--- config.mk ---
export PLATFORM = sky130hd
export DESIGN_NAME = dbg_bus_master
export DESIGN_NICKNAME = d
export VERILOG_FILES = /design/src/rtl/dbg_bus_master.sv
export SDC_FILE = /design/constraint.sdc
export NUM_CORES = 1
export LEC_CHECK = 0
export ABC_AREA = 0
export CORE_MARGIN = 2
export CORE_UTILIZATION = 48
export CTS_BUF_LIST = sky130_fd_sc_hd__clkbuf_8
export DETAILED_ROUTE_END_ITERATION = 12
export GPL_ROUTABILITY_DRIVEN = 0
export HOLD_SLACK_MARGIN = 0.12
export MAX_ROUTING_LAYER = met4
export PLACE_DENSITY = 0.77
export SLEW_MARGIN = 0
export SYNTH_ARGS = -nofsm -noshare
export SYNTH_HDL_FRONTEND = slang
export SYNTH_SLANG_ARGS = --single-unit
--- constraint.sdc ---
create_clock -name clk -period 4.1 [get_ports clk]
set_input_delay 0.615 -clock clk [delete_from_list [all_inputs] [get_ports clk]]
set_output_delay 0.615 -clock clk [all_outputs]
set_load 0.03 [all_outputs]
--- src/rtl/dbg_bus_master.sv ---
// Debug-port bus master: parses a byte-serial command stream, drives halt and the
// debug master bus port, and returns response bytes to the UART transmitter.
//
// state      | meaning
// -----------+-----------------------------------------------------------
// S_IDLE     | waiting for an opcode byte
// S_ADDR     | collecting 4 address bytes, little-endian
// S_DATA     | collecting 4 write-data bytes, little-endian
// S_BUS_RD   | single read request cycle (dbg_mode=01)
// S_BUS_WAIT | remaining read latency, address held, mode idle
// S_BUS_WR   | single write request cycle (dbg_mode=10)
// S_RESP     | streaming response bytes, LSB first
module dbg_bus_master #(
    parameter int READ_LATENCY   = 1,
    parameter int TIMEOUT_CYCLES = 1000000,
    parameter bit HALT_ON_RESET  = 1'b0
) (
    input  logic        clk,
    input  logic        reset,
    input  logic [7:0]  rx_data,
    input  logic        rx_valid,
    output logic [7:0]  tx_data,
    output logic        tx_valid,
    input  logic        tx_ready,
    output logic        ds_cpu_halt,
    output logic [31:0] dbg_address,
    output logic [31:0] dbg_write_data,
    output logic [1:0]  dbg_reqw,
    output logic [1:0]  dbg_mode,
    output logic        dbg_reqs,
    input  logic [31:0] dbg_read_data
);

    localparam int TW = $clog2(TIMEOUT_CYCLES + 1);
    localparam int LW = (READ_LATENCY > 1) ? $clog2(READ_LATENCY) : 1;
    localparam logic [7:0] ACK = 8'hA5;
    localparam logic [7:0] ERR = 8'hEE;

    typedef enum logic [2:0] {
        S_IDLE, S_ADDR, S_DATA, S_BUS_RD, S_BUS_WAIT, S_BUS_WR, S_RESP
    } state_t;

    state_t        state_q, state_d;
    logic          halt_q, halt_d;
    logic [31:0]   addr_q, addr_d;
    logic [31:0]   wdata_q, wdata_d;
    logic          is_wr_q, is_wr_d;
    logic [1:0]    byte_cnt_q, byte_cnt_d;
    logic [TW-1:0] to_cnt_q, to_cnt_d;
    logic [LW-1:0] lat_cnt_q, lat_cnt_d;
    logic [31:0]   resp_q, resp_d;
    logic [1:0]    resp_left_q, resp_left_d;

    always_ff @(posedge clk or posedge reset) begin
        if (reset) begin
            state_q     <= S_IDLE;
            halt_q      <= HALT_ON_RESET;
            addr_q      <= '0;
            wdata_q     <= '0;
            is_wr_q     <= 1'b0;
            byte_cnt_q  <= '0;
            to_cnt_q    <= '0;
            lat_cnt_q   <= '0;
            resp_q      <= '0;
            resp_left_q <= '0;
        end else begin
            state_q     <= state_d;
            halt_q      <= halt_d;
            addr_q      <= addr_d;
            wdata_q     <= wdata_d;
            is_wr_q     <= is_wr_d;
            byte_cnt_q  <= byte_cnt_d;
            to_cnt_q    <= to_cnt_d;
            lat_cnt_q   <= lat_cnt_d;
            resp_q      <= resp_d;
            resp_left_q <= resp_left_d;
        end
    end

    always_comb begin
        state_d     = state_q;
        halt_d      = halt_q;
        addr_d      = addr_q;
        wdata_d     = wdata_q;
        is_wr_d     = is_wr_q;
        byte_cnt_d  = byte_cnt_q;
        to_cnt_d    = to_cnt_q;
        lat_cnt_d   = lat_cnt_q;
        resp_d      = resp_q;
        resp_left_d = resp_left_q;

        case (state_q)
            S_IDLE: begin
                if (rx_valid) begin
                    resp_left_d = 2'd0;
                    case (rx_data)
                        8'h01: begin halt_d = 1'b1; resp_d = {24'd0, ACK}; state_d = S_RESP; end
                        8'h02: begin halt_d = 1'b0; resp_d = {24'd0, ACK}; state_d = S_RESP; end
                        8'h03, 8'h04: begin
                            is_wr_d    = (rx_data == 8'h04);
                            byte_cnt_d = 2'd0;
                            to_cnt_d   = '0;
                            state_d    = S_ADDR;
                        end
                        default: begin resp_d = {24'd0, ERR}; state_d = S_RESP; end
                    endcase
                end
            end
            S_ADDR, S_DATA: begin
                if (rx_valid) begin
                    to_cnt_d   = '0;
                    byte_cnt_d = byte_cnt_q + 2'd1;
                    if (state_q == S_ADDR) addr_d  = {rx_data, addr_q[31:8]};
                    else                   wdata_d = {rx_data, wdata_q[31:8]};
                    if (byte_cnt_q == 2'd3) begin
                        resp_left_d = 2'd0;
                        if (state_q == S_ADDR && is_wr_q) begin
                            state_d = S_DATA;
                        end else if (halt_q) begin
                            state_d = is_wr_q ? S_BUS_WR : S_BUS_RD;
                        end else begin
                            resp_d  = {24'd0, ERR};
                            state_d = S_RESP;
                        end
                    end
                end else if (to_cnt_q == TW'(TIMEOUT_CYCLES - 1)) begin
                    // Inter-byte gap too long: silently drop the partial command.
                    to_cnt_d = '0;
                    state_d  = S_IDLE;
                end else begin
                    to_cnt_d = to_cnt_q + 1'b1;
                end
            end
            S_BUS_RD: begin
                if (READ_LATENCY == 1) begin
                    resp_d      = dbg_read_data;
                    resp_left_d = 2'd3;
                    state_d     = S_RESP;
                end else begin
                    lat_cnt_d = LW'(READ_LATENCY - 2);
                    state_d   = S_BUS_WAIT;
                end
            end
            S_BUS_WAIT: begin
                if (lat_cnt_q == '0) begin
                    resp_d      = dbg_read_data;
                    resp_left_d = 2'd3;
                    state_d     = S_RESP;
                end else begin
                    lat_cnt_d = lat_cnt_q - 1'b1;
                end
            end
            S_BUS_WR: begin
                resp_d      = {24'd0, ACK};
                resp_left_d = 2'd0;
                state_d     = S_RESP;
            end
            S_RESP: begin
                if (tx_ready) begin
                    if (resp_left_q == 2'd0) begin
                        state_d = S_IDLE;
                    end else begin
                        resp_d      = {8'd0, resp_q[31:8]};
                        resp_left_d = resp_left_q - 2'd1;
                    end
                end
            end
            default: state_d = S_IDLE;
        endcase
    end

    assign tx_valid       = (state_q == S_RESP);
    assign tx_data        = resp_q[7:0];
    assign ds_cpu_halt    = halt_q;
    assign dbg_address    = addr_q;
    assign dbg_write_data = wdata_q;
    assign dbg_reqw       = 2'b10;
    assign dbg_reqs       = 1'b0;
    assign dbg_mode       = (state_q == S_BUS_RD && halt_q) ? 2'b01 :
                            (state_q == S_BUS_WR && halt_q) ? 2'b10 : 2'b00;

endmodule

==> flow_summary.ini, run 1 <==
[place]
place_area_um2 = 7236
io_buffers = 119
place_worst_setup_slack_ns = 1.094
dp_cells = 766
dpl.hpwl_mm = 9.340

[timing]
hold_slack_ns = 0.4990
drv_slew = 0
timing.final.hold_violations = 0
skew_ns = 0.01340
slew_headroom = 0.2669
clock.fmax_ghz = 0.3008
final.setup.tns_ns = 0
finalWorstSetupSlack_ns = 0.7752
setup_viol = 0
rsz0062_at_grt = false
tightest_slew_ns = 1.096
period_share = 0.8109
post-route-min-period_ns = 3.325

[power_and_ir_drop]
p_comb_frac = 0.452
p_sw_frac = 0.3808
switching_power_mw = 2.165
p_int_mw = 3.521
power_frac_seq = 0.345
p_leak_nw = 3.318
clkPwrFrac = 0.203
peakVddDrop_uv = 307.8
total_power_mw = 5.686
p_per_area_nw_per_um2 = 742.5

[die]
coreArea_um2 = 12060
pin_count = 123
die_w_um = 115.5
rows = 40
start_util = 0.4950
die_h_um = 115.5
die_area_um2 = 13350

[yosys]
postSynthCellCount = 510
yosysSeqAreaShare = 0.5239
synth_edf_count = 0
synth-async-reset-ratio = 1.000
ys.flop_type = dfrtp_1
yosysTopAreaCellShare = 0.5239
ys_warn_count = 0
synth_most_common_cell = dfrtp_1
avgSynthCellArea_um2 = 11.71
post-synth-top-area-cell = dfrtp_1
syn_area_um2 = 5971
synthTopCellsByArea = dfrtp_1 52%, mux2_2 13%, mux2_4 4.0%
ys_types = 57
synth_common_cells = 125 x dfrtp_1, 68 x mux2_2, 30 x o21ai_0
ys_ff_latch = 125

[worst_setup_path]
crit_required_ns = 3.48
reg2reg_depth = 6
startpoint_type = register
worstSetupEndpointType = output port
reg2reg_to = resp_q[23]
rr_startpoint = state_q[2]
criticalPathCategory = register to output port
critPathMaxFanout = 25
r2r_slack_ns = 1.26
worst_ep_arrival_time_ns = 2.71

[clocking]
cts_resized = 0
cts_made_buffers = 17
cts_root_buffer = clkbuf_8
path_clk_slew_ns = 0.06
clock_path_buffers = 2
cts_max_level = 4
clk_latency_ns = 0.44
cts_hold_buffers = 0
cts.sinks = 125
cts_tree = yes
post-cts-setup-buffer-count = 0

[drt]
drc = 0
wl_per_cell_um = 17.22
drt-total-wl_mm = 13.72
final_antenna_net_count = 0
vias = 4524
vias_per_cell = 5.676
drt_iter0_drc = 305
first_pass_iters = 5

[layout]
regArea_um2 = 3128
nFillCells = 933
diodes = 0
multi_input_area_um2 = 2594
fin_nets = 664
drive_gt1_frac = 0.2083
final_cells = 797
final_core_util = 0.6350
flow.area_growth_from_synthesis_pct = 28.27
fin_area_um2 = 7659

[global_routing]
grt_use_total = 0.2158
overflow = 0
antenna_found_initial = 0
grt_pass1_vias = 4280
grt_pass1_wl_mm = 22.02
grt_max_degree = 73

[run]
cap_viol_max_count = 0

[min_path]
hold_path_startpoint = byte_cnt_q[0]
hp-class = register to register
whs_path_depth = 1
whs_endpoint = byte_cnt_q[0]

[run_status]
status = finished clean
[kinds of logic after synthesis]
logic type	count (synthesis)	synth area share
compound gates	127	0.1467
flops	125	0.5239
simple gates	111	0.09808
mux	90	0.1785
buf+inv	51	0.04380
fa+ha+maj	3	0.006287
other cells	2	0.001258
xor+xnor	1	0.001467
[flip-flops by register name, summed over array words and instances (netlist names)]
register        cells
dbg_address        32
state_q             3
to_cnt_q           20
ds_cpu_halt         1
byte_cnt_q          2
is_wr_q             1
dbg_write_data     32
resp_left_q         2
resp_q             32
[worst max-delay path, stage by stage, from the launching register on]
cell	delay (ns)
dfrtp_1	0.77
nand2b_1	0.33
nor2_1	0.16
buf_4	0.29
clkdlybuf4s50_1	0.72
[per-layer routing]
layer,track usage,up-vias,wire length [um]
li1,-,2092,-
met1,0.2888,2273,6187
met2,0.3287,138,6747
met3,0.05126,21,630
met4,0.06426,0,159
met5,-,-,0
[how the worst max path moves through the flow]
stage,from,end,slack (ns),cells past startpoint
2_1_floorplan,reset,byte_cnt_q[0],0.16,1
3_3_place_gp,rx_data[5],resp_q[19],1.14,6
3_5_place_dp,rx_data[6],resp_q[12],1.09,6
4_1_cts,state_q[1],tx_valid,0.77,4
5_1_grt,state_q[2],tx_valid,0.59,4
6_report,state_q[1],tx_valid,0.78,4
[power groups by stage]
| stage | logic (mW) | registers (mW) | clock network (mW) |
|---|---|---|---|
| 2_1_floorplan | 1.49 | 2.26 | 0 |
| 4_1_cts | 2.58 | 1.96 | 1.18 |
| 5_1_grt | 2.75 | 2.01 | 1.23 |
| 6_report | 2.57 | 1.96 | 1.16 |
| 3_3_place_gp | 2.51 | 1.96 | 0 |
| 3_5_place_dp | 2.57 | 1.97 | 0 |
[layout by cell type, fill, tap and decap left out, drive strengths merged, types with 13 or more instances in the layout]
cell,n
dfrtp,125
clkdlybuf4s50,119
mux2,84
o21ai,30
a22o,25
a21oi,22
nor2,22
nand2,21
clkbuf,18
nand3,16
inv,13
[final cells by class]
| type | count | share of cell area |
|---|---|---|
| Multi-Input combinational cell | 335 | 0.3387 |
| Sequential cell | 125 | 0.4084 |
| Inverter | 12 | 0.006208 |
| Tap cell | 168 | 0.02745 |
| Clock inverter | 13 | 0.02287 |
| Timing Repair Buffer | 126 | 0.1640 |
| Clock buffer | 18 | 0.03235 |
Power figures use the tool's default switching activity.
==> run 2, diff against run 1 <==
--- a/config.mk
+++ b/config.mk
@@ -7,13 +7,13 @@
 export LEC_CHECK = 0
 export ABC_AREA = 0
 export CORE_MARGIN = 2
-export CORE_UTILIZATION = 48
+export CORE_UTILIZATION = 50
 export CTS_BUF_LIST = sky130_fd_sc_hd__clkbuf_8
 export DETAILED_ROUTE_END_ITERATION = 12
 export GPL_ROUTABILITY_DRIVEN = 0
 export HOLD_SLACK_MARGIN = 0.12
 export MAX_ROUTING_LAYER = met4
-export PLACE_DENSITY = 0.77
+export PLACE_DENSITY = 0.76
 export SLEW_MARGIN = 0
 export SYNTH_ARGS = -nofsm -noshare
 export SYNTH_HDL_FRONTEND = slang
==> constraint.sdc (replaced) <==
create_clock -name clk -period 3.15 [get_ports clk]
set_input_delay 0.4725 -clock clk [delete_from_list [all_inputs] [get_ports clk]]
set_output_delay 0.4725 -clock clk [all_outputs]
set_load 0.03 [all_outputs]
==> run 2 against run 1 <==
Sequential power up 28%. Clock-buffer cell count up 4. Highest routed layer unchanged. Routed wire length up 4.5%. Critical path type unchanged. Power up 33%. Cell count down 1.6%. Via count up 0.18%.
==> flow_summary.ini, run 2 (synthesis results as in run 1) <==
[drt]
wl_per_cell_um = 18.29
first_pass_iters = 5
final_antenna_net_count = 0
drt_iter0_drc = 357
drt-total-wl_mm = 14.34
vias = 4532
vias_per_cell = 5.781
drc = 0

[timing]
slew_headroom = 0.5495
timing.final.hold_violations = 0
skew_ns = 0.01101
tightest_slew_ns = 0.6696
drv_slew = 0
post-route-min-period_ns = 2.709
clock.fmax_ghz = 0.3691
hold_slack_ns = 0.2742
period_share = 0.8602
rsz0062_at_grt = false
setup_viol = 0
final.setup.tns_ns = 0
finalWorstSetupSlack_ns = 0.4405

[die]
rows = 39
die_w_um = 113.3
start_util = 0.5185
pin_count = 123
die_h_um = 113.3
die_area_um2 = 12830
coreArea_um2 = 11520

[layout]
drive_gt1_frac = 0.2278
final_cell_mix = 125 x dfrtp_1, 118 x clkdlybuf4s50_1, 68 x mux2_2
nFillCells = 889
final_common_cell = dfrtp_1
fin_area_um2 = 7747
diodes = 0
fin_nets = 675
flow.area_growth_from_synthesis_pct = 29.76

[min_path]
hp-class = input port to asynchronous set/reset pin

[power_and_ir_drop]
p_leak_nw = 3.382
total_power_mw = 7.551
peakVddDrop_uv = 453.9
p_per_area_nw_per_um2 = 974.7

[clocking]
clk_latency_ns = 0.44
cts_resized = 0
cts.sinks = 125
path_clk_slew_ns = 0.07
cts_made_buffers = 17
cts_tree = yes
clock_path_buffers = 2
cts_root_buffer = clkbuf_8
cts_hold_buffers = 0
cts_max_level = 4
post-cts-setup-buffer-count = 0

[global_routing]
grt_pass1_wl_mm = 23.44
grt_use_total = 0.2392
grt_max_degree = 53
antenna_found_initial = 0
overflow = 0
grt_pass1_vias = 4580

[place]
place_area_um2 = 7286
io_buffers = 119
place_worst_setup_slack_ns = 0.2802
dpl.hpwl_mm = 9.771

[worst_setup_path]
critPathMaxFanout = 13
criticalPathCategory = register to output port
crit_required_ns = 2.68
startpoint_type = register
worst_ep_arrival_time_ns = 2.24
worstSetupEndpointType = output port

[run_status]
status = finished clean

[run]
cap_viol_max_count = 0
## run 2: cell types whose count changed in the layout (fill, tap and decap cells not counted), sizes merged
| cell | delta |
|---|---|
| buf | +12 |
| clkbuf | +4 |
| inv | -3 |
| clkdlybuf4s50 | -1 |
| clkinv | -1 |
| clkinvlp | +1 |
## run 2: area by class of cell
class                   count  area (um2)  share of cell area
flip-flops and latches    125        3128              0.4037
multi-input cells         335        2594              0.3348
repair buffers            137        1336              0.1725
clock buffers              22       302.8             0.03908
well taps                 143       178.9             0.02309
clock inverters            10       158.9             0.02051
inverters                  12       48.80            0.006298
## run 2: worst max-delay path: stages, from the launching register on
cell and delay (ns):
dfrtp_1 0.60, and2_1 0.30, and3_1 0.21, clkdlybuf4s50_1 0.69
## run 2: path summary, 6_finish.rpt
kind,startpoint,endpoint,slack [ns],cells past startpoint
max,state_q[1],dbg_mode[0],0.44,3
min,reset,dbg_write_data[2],0.27,2
max reg2reg,state_q[2],resp_q[20],0.55,6
min reg2reg,byte_cnt_q[0],byte_cnt_q[0],0.50,1
max in group asynchronous,reset,to_cnt_q[16],2.23,3
min in group clk,byte_cnt_q[0],byte_cnt_q[0],0.50,1
## run 2: report_power, final
group	internal [mW]	total, mW	switching, mW
Combinational	1.63	3.46	1.84
Sequential	2.12	2.51	0.386
Clock	0.966	1.58	0.619
Total	4.71	7.55	2.84
## run 2: metal layers
layer | global-route usage | share of wire | vias up
met5 | - | 0 | -
met4 | 0.07154 | 0.015 | 0
met3 | 0.06213 | 0.050 | 23
met2 | 0.3780 | 0.50 | 154
met1 | 0.3058 | 0.44 | 2236
li1 | - | - | 2119
## run 2: through the flow
stage / instances / util
2_1_floorplan: 511 / -
3_3_place_gp: 752 / 0.6327
3_5_place_dp: 752 / 0.6327
4_1_cts: 784 / 0.6728
5_1_grt: 784 / 0.6728
6_report: 784 / 0.6728
